## src/rtl/wb_timer.sv

```systemverilog
// Machine timer (mtime/mtimecmp) behind a pipelined Wishbone slave, raising timer_irq for the core.
// Latency: ack and read data one cycle after acceptance; timer_irq one cycle after its compare condition.
// Backpressure: never stalls; an ack is dropped if wb_cyc_i falls before it is driven.
module wb_timer #(
    parameter int unsigned PRESCALE  = 1,
    parameter logic [63:0] CMP_RESET = 64'hFFFF_FFFF_FFFF_FFFF
) (
    input  logic        clk,
    input  logic        rst_n,
    input  logic        wb_cyc_i,
    input  logic        wb_stb_i,
    input  logic        wb_we_i,
    input  logic [3:0]  wb_sel_i,
    input  logic [31:0] wb_adr_i,
    input  logic [31:0] wb_dat_i,
    output logic [31:0] wb_dat_o,
    output logic        wb_stall_o,
    output logic        wb_ack_o,
    output logic        timer_irq
);

    localparam int PW = (PRESCALE > 1) ? $clog2(PRESCALE) : 1;
    localparam logic [PW-1:0] PRE_MAX = PW'(PRESCALE - 1);

    logic [PW-1:0] pre_cnt;
    logic [63:0]   mtime;
    logic [63:0]   mtimecmp;
    logic          en;
    logic          ie;
    logic          ack_q;
    logic          req;
    logic          wr;
    logic          tick;
    logic [2:0]    off;
    logic [31:0]   rd_mux;
    logic          unused_adr;

    // Only the word offset selects a register; the rest of the address is ignored.
    assign off        = wb_adr_i[4:2];
    assign unused_adr = ^{wb_adr_i[31:5], wb_adr_i[1:0]};

    assign req        = wb_cyc_i & wb_stb_i;
    assign wr         = req & wb_we_i;
    assign tick       = en & (pre_cnt == PRE_MAX);
    assign wb_stall_o = 1'b0;
    // An ack whose cycle was abandoned is simply not shown.
    assign wb_ack_o   = ack_q & wb_cyc_i;

    // Replace only the enabled byte lanes of a 32-bit word.
    function automatic logic [31:0] lane_merge(input logic [31:0] old_val,
                                               input logic [31:0] new_val,
                                               input logic [3:0]  sel);
        logic [31:0] r;
        r = old_val;
        for (int b = 0; b < 4; b++) begin
            if (sel[b]) r[b*8 +: 8] = new_val[b*8 +: 8];
        end
        return r;
    endfunction

    // Read mux over the pre-update register values.
    always_comb begin
        rd_mux = 32'h0;
        case (off)
            3'd0:    rd_mux = mtime[31:0];
            3'd1:    rd_mux = mtime[63:32];
            3'd2:    rd_mux = mtimecmp[31:0];
            3'd3:    rd_mux = mtimecmp[63:32];
            3'd4:    rd_mux = {30'h0, ie, en};
            default: rd_mux = 32'h0;
        endcase
    end

    // Prescaler: counts enabled cycles, held at zero while the timer is stopped.
    always_ff @(posedge clk) begin
        if (!rst_n)      pre_cnt <= '0;
        else if (!en)    pre_cnt <= '0;
        else if (tick)   pre_cnt <= '0;
        else             pre_cnt <= pre_cnt + PW'(1);
    end

    // mtime: a bus write to either half overrides that cycle's increment entirely.
    always_ff @(posedge clk) begin
        if (!rst_n)                   mtime         <= 64'h0;
        else if (wr && off == 3'd0)   mtime[31:0]   <= lane_merge(mtime[31:0], wb_dat_i, wb_sel_i);
        else if (wr && off == 3'd1)   mtime[63:32]  <= lane_merge(mtime[63:32], wb_dat_i, wb_sel_i);
        else if (tick)                mtime         <= mtime + 64'd1;
    end

    // mtimecmp halves, byte-lane writable.
    always_ff @(posedge clk) begin
        if (!rst_n)                   mtimecmp        <= CMP_RESET;
        else if (wr && off == 3'd2)   mtimecmp[31:0]  <= lane_merge(mtimecmp[31:0], wb_dat_i, wb_sel_i);
        else if (wr && off == 3'd3)   mtimecmp[63:32] <= lane_merge(mtimecmp[63:32], wb_dat_i, wb_sel_i);
    end

    // CTRL: only byte lane 0 carries the EN and IE bits.
    always_ff @(posedge clk) begin
        if (!rst_n) begin
            en <= 1'b1;
            ie <= 1'b0;
        end else if (wr && off == 3'd4 && wb_sel_i[0]) begin
            en <= wb_dat_i[0];
            ie <= wb_dat_i[1];
        end
    end

    // Bus response: one ack per accepted request, data captured at acceptance.
    always_ff @(posedge clk) begin
        if (!rst_n) begin
            ack_q    <= 1'b0;
            wb_dat_o <= 32'h0;
        end else begin
            ack_q <= req;
            if (req) wb_dat_o <= rd_mux;
        end
    end

    // Interrupt level from the register values of the previous edge.
    always_ff @(posedge clk) begin
        if (!rst_n) timer_irq <= 1'b0;
        else        timer_irq <= (mtime >= mtimecmp) & ie;
    end

endmodule

```

## config.mk

```make
export PLATFORM = sky130hd
export DESIGN_NAME = wb_timer
export DESIGN_NICKNAME = d
export VERILOG_FILES = /design/src/rtl/wb_timer.sv
export SDC_FILE = /design/constraint.sdc
export NUM_CORES = 1
export LEC_CHECK = 0
export CAP_MARGIN = 20
export CORE_UTILIZATION = 55
export DETAILED_ROUTE_END_ITERATION = 7
export PLACE_DENSITY = 0.8
export SLEW_MARGIN = 20
export SYNTH_ARGS = -nofsm -noshare
export SYNTH_HDL_FRONTEND = slang
export SYNTH_SLANG_ARGS = --single-unit
```

## constraint.sdc

```tcl
create_clock -name clk -period 4.1 [get_ports clk]
set_clock_uncertainty 0.2 [all_clocks]
set_input_delay 1.23 -clock clk [delete_from_list [all_inputs] [get_ports clk]]
set_output_delay 1.23 -clock clk [all_outputs]
set_load 0.05 [all_outputs]
```

Word level (Yosys, flattened, before mapping). Index checks and enable logic that the tools add are counted.

Logic and storage cells: 83. Flip-flop bits (word level): 165. Input bits: 73.

Equal/unequal tests: 13. Bitwise operators: 10. Magnitude comparators: 1. Multiplexer cells: 9. Reductions and logical operators: 26. Add/sub/neg operators: 2.

Operators by type and width (number): case mux 32 bit (5 select lines) (1); 2-to-1 mux 32 bit (3); adder 64 x 1 -> 64 bit, second input constant (1); >= comparator 64 bit (1); 2-to-1 mux 64 bit (1); AND reduction 3 bit (12); 2-to-1 mux 8 bit (4); != test 2 bit, second input constant (9); AND reduction 2 bit (4); == test 3 x 2 -> 1 bit, second input constant (2); logical AND 1 bit (6); bitwise AND 1 bit (5); NOT 1 bit (5); nonzero test 2 bit (2); == test 3 x 1 -> 1 bit, second input constant (1); == test 3 bit, second input constant (1); zero test 3 bit (1); OR reduction 3 bit (1); adder 1 bit, second input constant (1).

Depth between registers and ports, before layout.
Word-level depth: 5. Depth in mapped cells: 10. Gate-level depth less buffers: 8.

Worst setup path before layout. Ideal clock, no wire load.

Path kind: input -> register. Start point: input wb_adr_i[3]. End point: register mtime[12]. Setup time: 119 ps. Arrival time: 2892 ps. Stages on the path: 8. Buffers on the path: 3. Setup slack: 889 ps. Data required time: 3781 ps. Cell sequence: clkbuf_1 > or2_2 > o21ai_0 > clkbuf_1 > a21o_1 > clkbuf_1 > a21oi_1 > o221a_2.

Cells in the longest elaborated chain, start to end: 4. Elaborated cells between the ends (all ways): 9. Classes of those cells: eq/ne: 3; mux: 1; reduce/logical: 5.

RTL lines: start: declaration (RTL line 14) `input logic [31:0] wb_adr_i,`; == test 3 x 1 -> 1 bit or zero test 3 bit (tied branches) (RTL line 86, 85); logical AND 1 bit, on equally long branches (RTL line 86, 85); != test 2 bit (no line) or nonzero test 2 bit (tied branches); AND reduction 3 bit (no line); end signal: assignment (RTL line 85) `else if (wr && off == 3'd0) mtime[31:0] <= lane_merge(mtime[31:0], wb_dat_i, wb_sel_i);`; end signal: assignment (RTL line 87) `else if (tick) mtime <= mtime + 64'd1;`; end: declaration (RTL line 26) `logic [63:0] mtime;`.

Several ways; a longest one is shown, not always the timed one. A chain may end at the register's enable or synchronous reset.

Worst setup path in the final report.
Start point: input wb_adr_i[2]. End point: register mtime[26].

The elaborated chain is that of the path after synthesis.

==> impl_metrics.json <==
{
  "placement_rows": 49,
  "holdWs_ns": 0.285,
  "vias_in_the_first_global_route": 9765,
  "max_stage_delay_ns": 0.60,
  "global_placer_s_final_weighted_congestion": 0.982,
  "post_drt_wl_per_cell_um": 20.4,
  "final-max-slew-violation-count": 0,
  "critPathMaxFanout": 14,
  "grt_max_degree": 78,
  "worstReg2RegEnd": "mtime[62]",
  "port_buffers": 77,
  "power_per_standard_cell_area_nw_per_um2": 303,
  "worst-r2r-setup-slack_ns": 0.83,
  "slew-limit-headroom_pct": 31.5,
  "detailed_place_hpwl_um": 23200,
  "finalCriticalPeriod_ns": 3.53,
  "failing_checks": "design-rule violations",
  "cp-end-kind": "register",
  "finalWirelength_um": 33100,
  "critical_path.top_delay_family": "simple AND/OR/NAND/NOR gates",
  "worst_hold_startpoint": "wb_dat_o[9]",
  "dr_total_vias": 11000,
  "hold_end": "wb_dat_o[9]",
  "numClockSinks": 165,
  "max_freq_mhz": 284,
  "setup_repair_after_global_routing_missed_its_margin": "no",
  "drt-pass1-iter-count": 8,
  "antenna_cells": 0,
  "cp_data_arrival_time_ns": 3.66,
  "cp_num_buf_inv": 1,
  "final-hold-violation-count": 0,
  "synth_enable_flop_cells": 0,
  "core_sq_um": 18100,
  "floorplan.die.height_um": 138,
  "p_leak_nw": 4.68,
  "aggregate_negative_setup_slack_ns": 0,
  "timing.critical_path.from_type": "input pin",
  "clkLatencyLatePin_ns": 0.44,
  "worst_r2r_startpoint": "mtime[0]",
  "ys.warnings.count": 0,
  "post_dp_cell_area_sq_um": 11200,
  "track_usage_pct": 34.6,
  "peakVddDrop_mv": 0.292,
  "critical_path.slowest_cell": "sky130_fd_sc_hd__clkdlybuf4s50_1",
  "max_cap_check_violation_count": 0,
  "drive_above_1_share_pct": 6.91,
  "synth_flop_cell": "sky130_fd_sc_hd__dfxtp_1",
  "synthesis.area_per_instance_sq_um": 7.62,
  "critPathKind": "in2reg",
  "finalNetCount": 1514,
  "final-setup-viol-count": 0,
  "fraction_of_synthesis_flops_using_an_asynchronous_set_or_reset_pin_pct": 0,
  "grt_first_pass_wirelength_um": 52800,
  "syn_to_final_growth_pct": 15.1,
  "clkSlewWorstSetupHoldPaths_ns": 0.07,
  "drt.antenna.violating_nets": 0,
  "grt-ovfl-total": 0,
  "design.portCount": 108,
  "finish.instance_area_sq_um": 11800,
  "avgViaCountPerCell": 6.79,
  "run_status": "complete, but fails checks",
  "floorplan.die.width_um": 138,
  "seq_area_frac_synth_pct": 32.3,
  "full_die_area_sq_um": 19200,
  "resize_count_post_cts": 0,
  "post-cts-setup-buffer-count": 0,
  "r2r_cells": 7,
  "synthesized_area_sq_um": 10200,
  "initial_utilization_pct": 56.6,
  "worstPathRequired_ns": 4.23,
  "postSynthRegisterBits": 165,
  "antenna_found_initial": 0,
  "cts_tree": "built",
  "dr.first_iter.drc_count": 1499,
  "path_type_of_the_worst_min_delay_path": "reg2reg",
  "synth.lib_cells_used.distinct": 73,
  "cts-hold-fix-buffers": 0,
  "min_path_cells": 2,
  "route.detailed.drc": 12,
  "crit_path_cells": "clkdlybuf4s50_1 > or2_2 > nor2_4 > nand2_1 > a21oi_1 > o21ai_0 > a32o_1",
  "cts-buffers-inserted": 17,
  "root_buffer": "sky130_fd_sc_hd__clkbuf_16",
  "worst-slew-pin-transition_ns": 1.03,
  "fin_crit_sh_pct": 86.0,
  "cts.htree.levels": 4,
  "cts_max_path_buffers": 2,
  "postSynthCellCount": 1343
}
[registers in the layout (all words and copies together) (netlist names)]
| register | count |
|---|---|
| timer_irq | 1 |
| pre_cnt | 1 |
| mtimecmp | 64 |
| mtime | 64 |
| wb_dat_o | 32 |
| ie | 1 |
| ack_q | 1 |
| en | 1 |
[report_power, final]
| group | leakage [nW] | switching, mW | internal [mW] |
|---|---|---|---|
| Clock | 0.269 | 0.677 | 0.900 |
| Sequential | 1.33 | 0.0176 | 1.62 |
| Combinational | 3.08 | 0.226 | 0.125 |
| Total | 4.68 | 0.921 | 2.65 |
[through the flow]
step / util, % / instances / setup slack, ns / power [mW]
floorplan: - / 1344 / 0.889 / 1.86
detailed placement: 62.0 / 1586 / 0.204 / 2.02
finish: 65.2 / 1618 / 0.573 / 3.57
global placement: 62.0 / 1586 / 0.259 / 2.01
CTS: 65.2 / 1618 / 0.576 / 3.56
global route: 65.2 / 1618 / 0.455 / 3.66
[area by class of cell]
cell class                 count  area (sq um)
multi-input combinational   1005          6260
sequential                   165          3300
clock inverter                 7          71.3
timing repair buffer         114          1090
tap                          229           287
inverter                      73           274
fill                        1546          6300
clock buffer                  25           495
[cells in the final DEF (no fill, tap or decap), types with 29 or more instances in the layout]
| cell type | instances |
|---|---|
| sky130_fd_sc_hd__clkdlybuf4s50_1 | 75 |
| sky130_fd_sc_hd__o21ai_0 | 43 |
| sky130_fd_sc_hd__buf_4 | 35 |
| sky130_fd_sc_hd__a22oi_1 | 72 |
| sky130_fd_sc_hd__nand2_1 | 168 |
| sky130_fd_sc_hd__ha_1 | 65 |
| sky130_fd_sc_hd__nor3_1 | 29 |
| sky130_fd_sc_hd__o211ai_1 | 69 |
| sky130_fd_sc_hd__a21oi_1 | 133 |
| sky130_fd_sc_hd__nand3_1 | 51 |
| sky130_fd_sc_hd__nor2_1 | 99 |
| sky130_fd_sc_hd__nand4_1 | 35 |
| sky130_fd_sc_hd__dfxtp_1 | 165 |
| sky130_fd_sc_hd__inv_1 | 72 |
[layer usage]
layer,share of wire [%],GRT usage (%),wire length (um),vias to the layer above
met5,0,0,0,-
met4,3.9,14.8,1290,0
met3,11,7.38,3610,112
met2,43,52.1,14300,702
met1,42,47.6,13800,5123
li1,-,-,-,5052
[worst register-to-register path: cells and delay by family, from the launching register on]
| family | cells | cell delay (ns) |
|---|---|---|
| AOI/OAI and AO/OA | 1 | 0.12 |
| adders and majority gates | 1 | 0.23 |
| and+or+nand+nor | 4 | 1.82 |
| muxes | 1 | 0.37 |
| DFF | 1 | 0.46 |
[kinds of logic after synthesis]
group	count (synthesis)	synth area share, %
buf+inv	174	6.83
compound gates	442	29.0
other cells	1	0.0366
fa+ha+maj	65	7.95
flops	165	32.3
simple gates	489	23.2
mux	7	0.709
[how the worst max path moves through the flow]
| stage | from | end | cells after the start |
|---|---|---|---|
| finish | wb_adr_i[2] | mtime[26] | 7 |
| global route | wb_adr_i[2] | mtime[26] | 7 |
| CTS | wb_cyc_i | wb_ack_o | 3 |
| detailed placement | wb_adr_i[2] | mtime[26] | 7 |
| global placement | wb_adr_i[2] | mtime[26] | 7 |
| floorplan | wb_adr_i[3] | mtime[12] | 8 |
[synthesized netlist by cell type (all sizes together), types with 6 or more instances]
| cell type | count | share of area (%) |
|---|---|---|
| and2 | 8 | 0.49 |
| inv | 73 | 2.7 |
| nand4 | 37 | 2.4 |
| buf | 28 | 1.5 |
| o31ai | 9 | 0.66 |
| or3 | 6 | 0.37 |
| a22oi | 72 | 5.3 |
| nor4 | 19 | 1.4 |
| or4 | 7 | 0.55 |
| clkbuf | 73 | 2.7 |
| nor3b | 6 | 0.44 |
| nand3 | 51 | 2.5 |
| a31oi | 10 | 0.61 |
| and3 | 25 | 1.5 |
| o221a | 9 | 0.99 |
| nor2b | 8 | 0.49 |
| dfxtp | 165 | 32 |
| nand2 | 168 | 6.2 |
| nor3 | 29 | 1.4 |
| o22ai | 15 | 0.92 |
| o21a | 8 | 0.59 |
| a21o | 11 | 0.81 |
| o21ai | 47 | 2.3 |
| a21oi | 133 | 6.5 |
| a211oi | 9 | 0.66 |
| and4 | 7 | 0.60 |
| ha | 65 | 7.9 |
| a32o | 10 | 0.98 |
| o211ai | 69 | 5.1 |
| nor2 | 102 | 3.7 |
No activity file was read; power rests on OpenSTA's default activity.
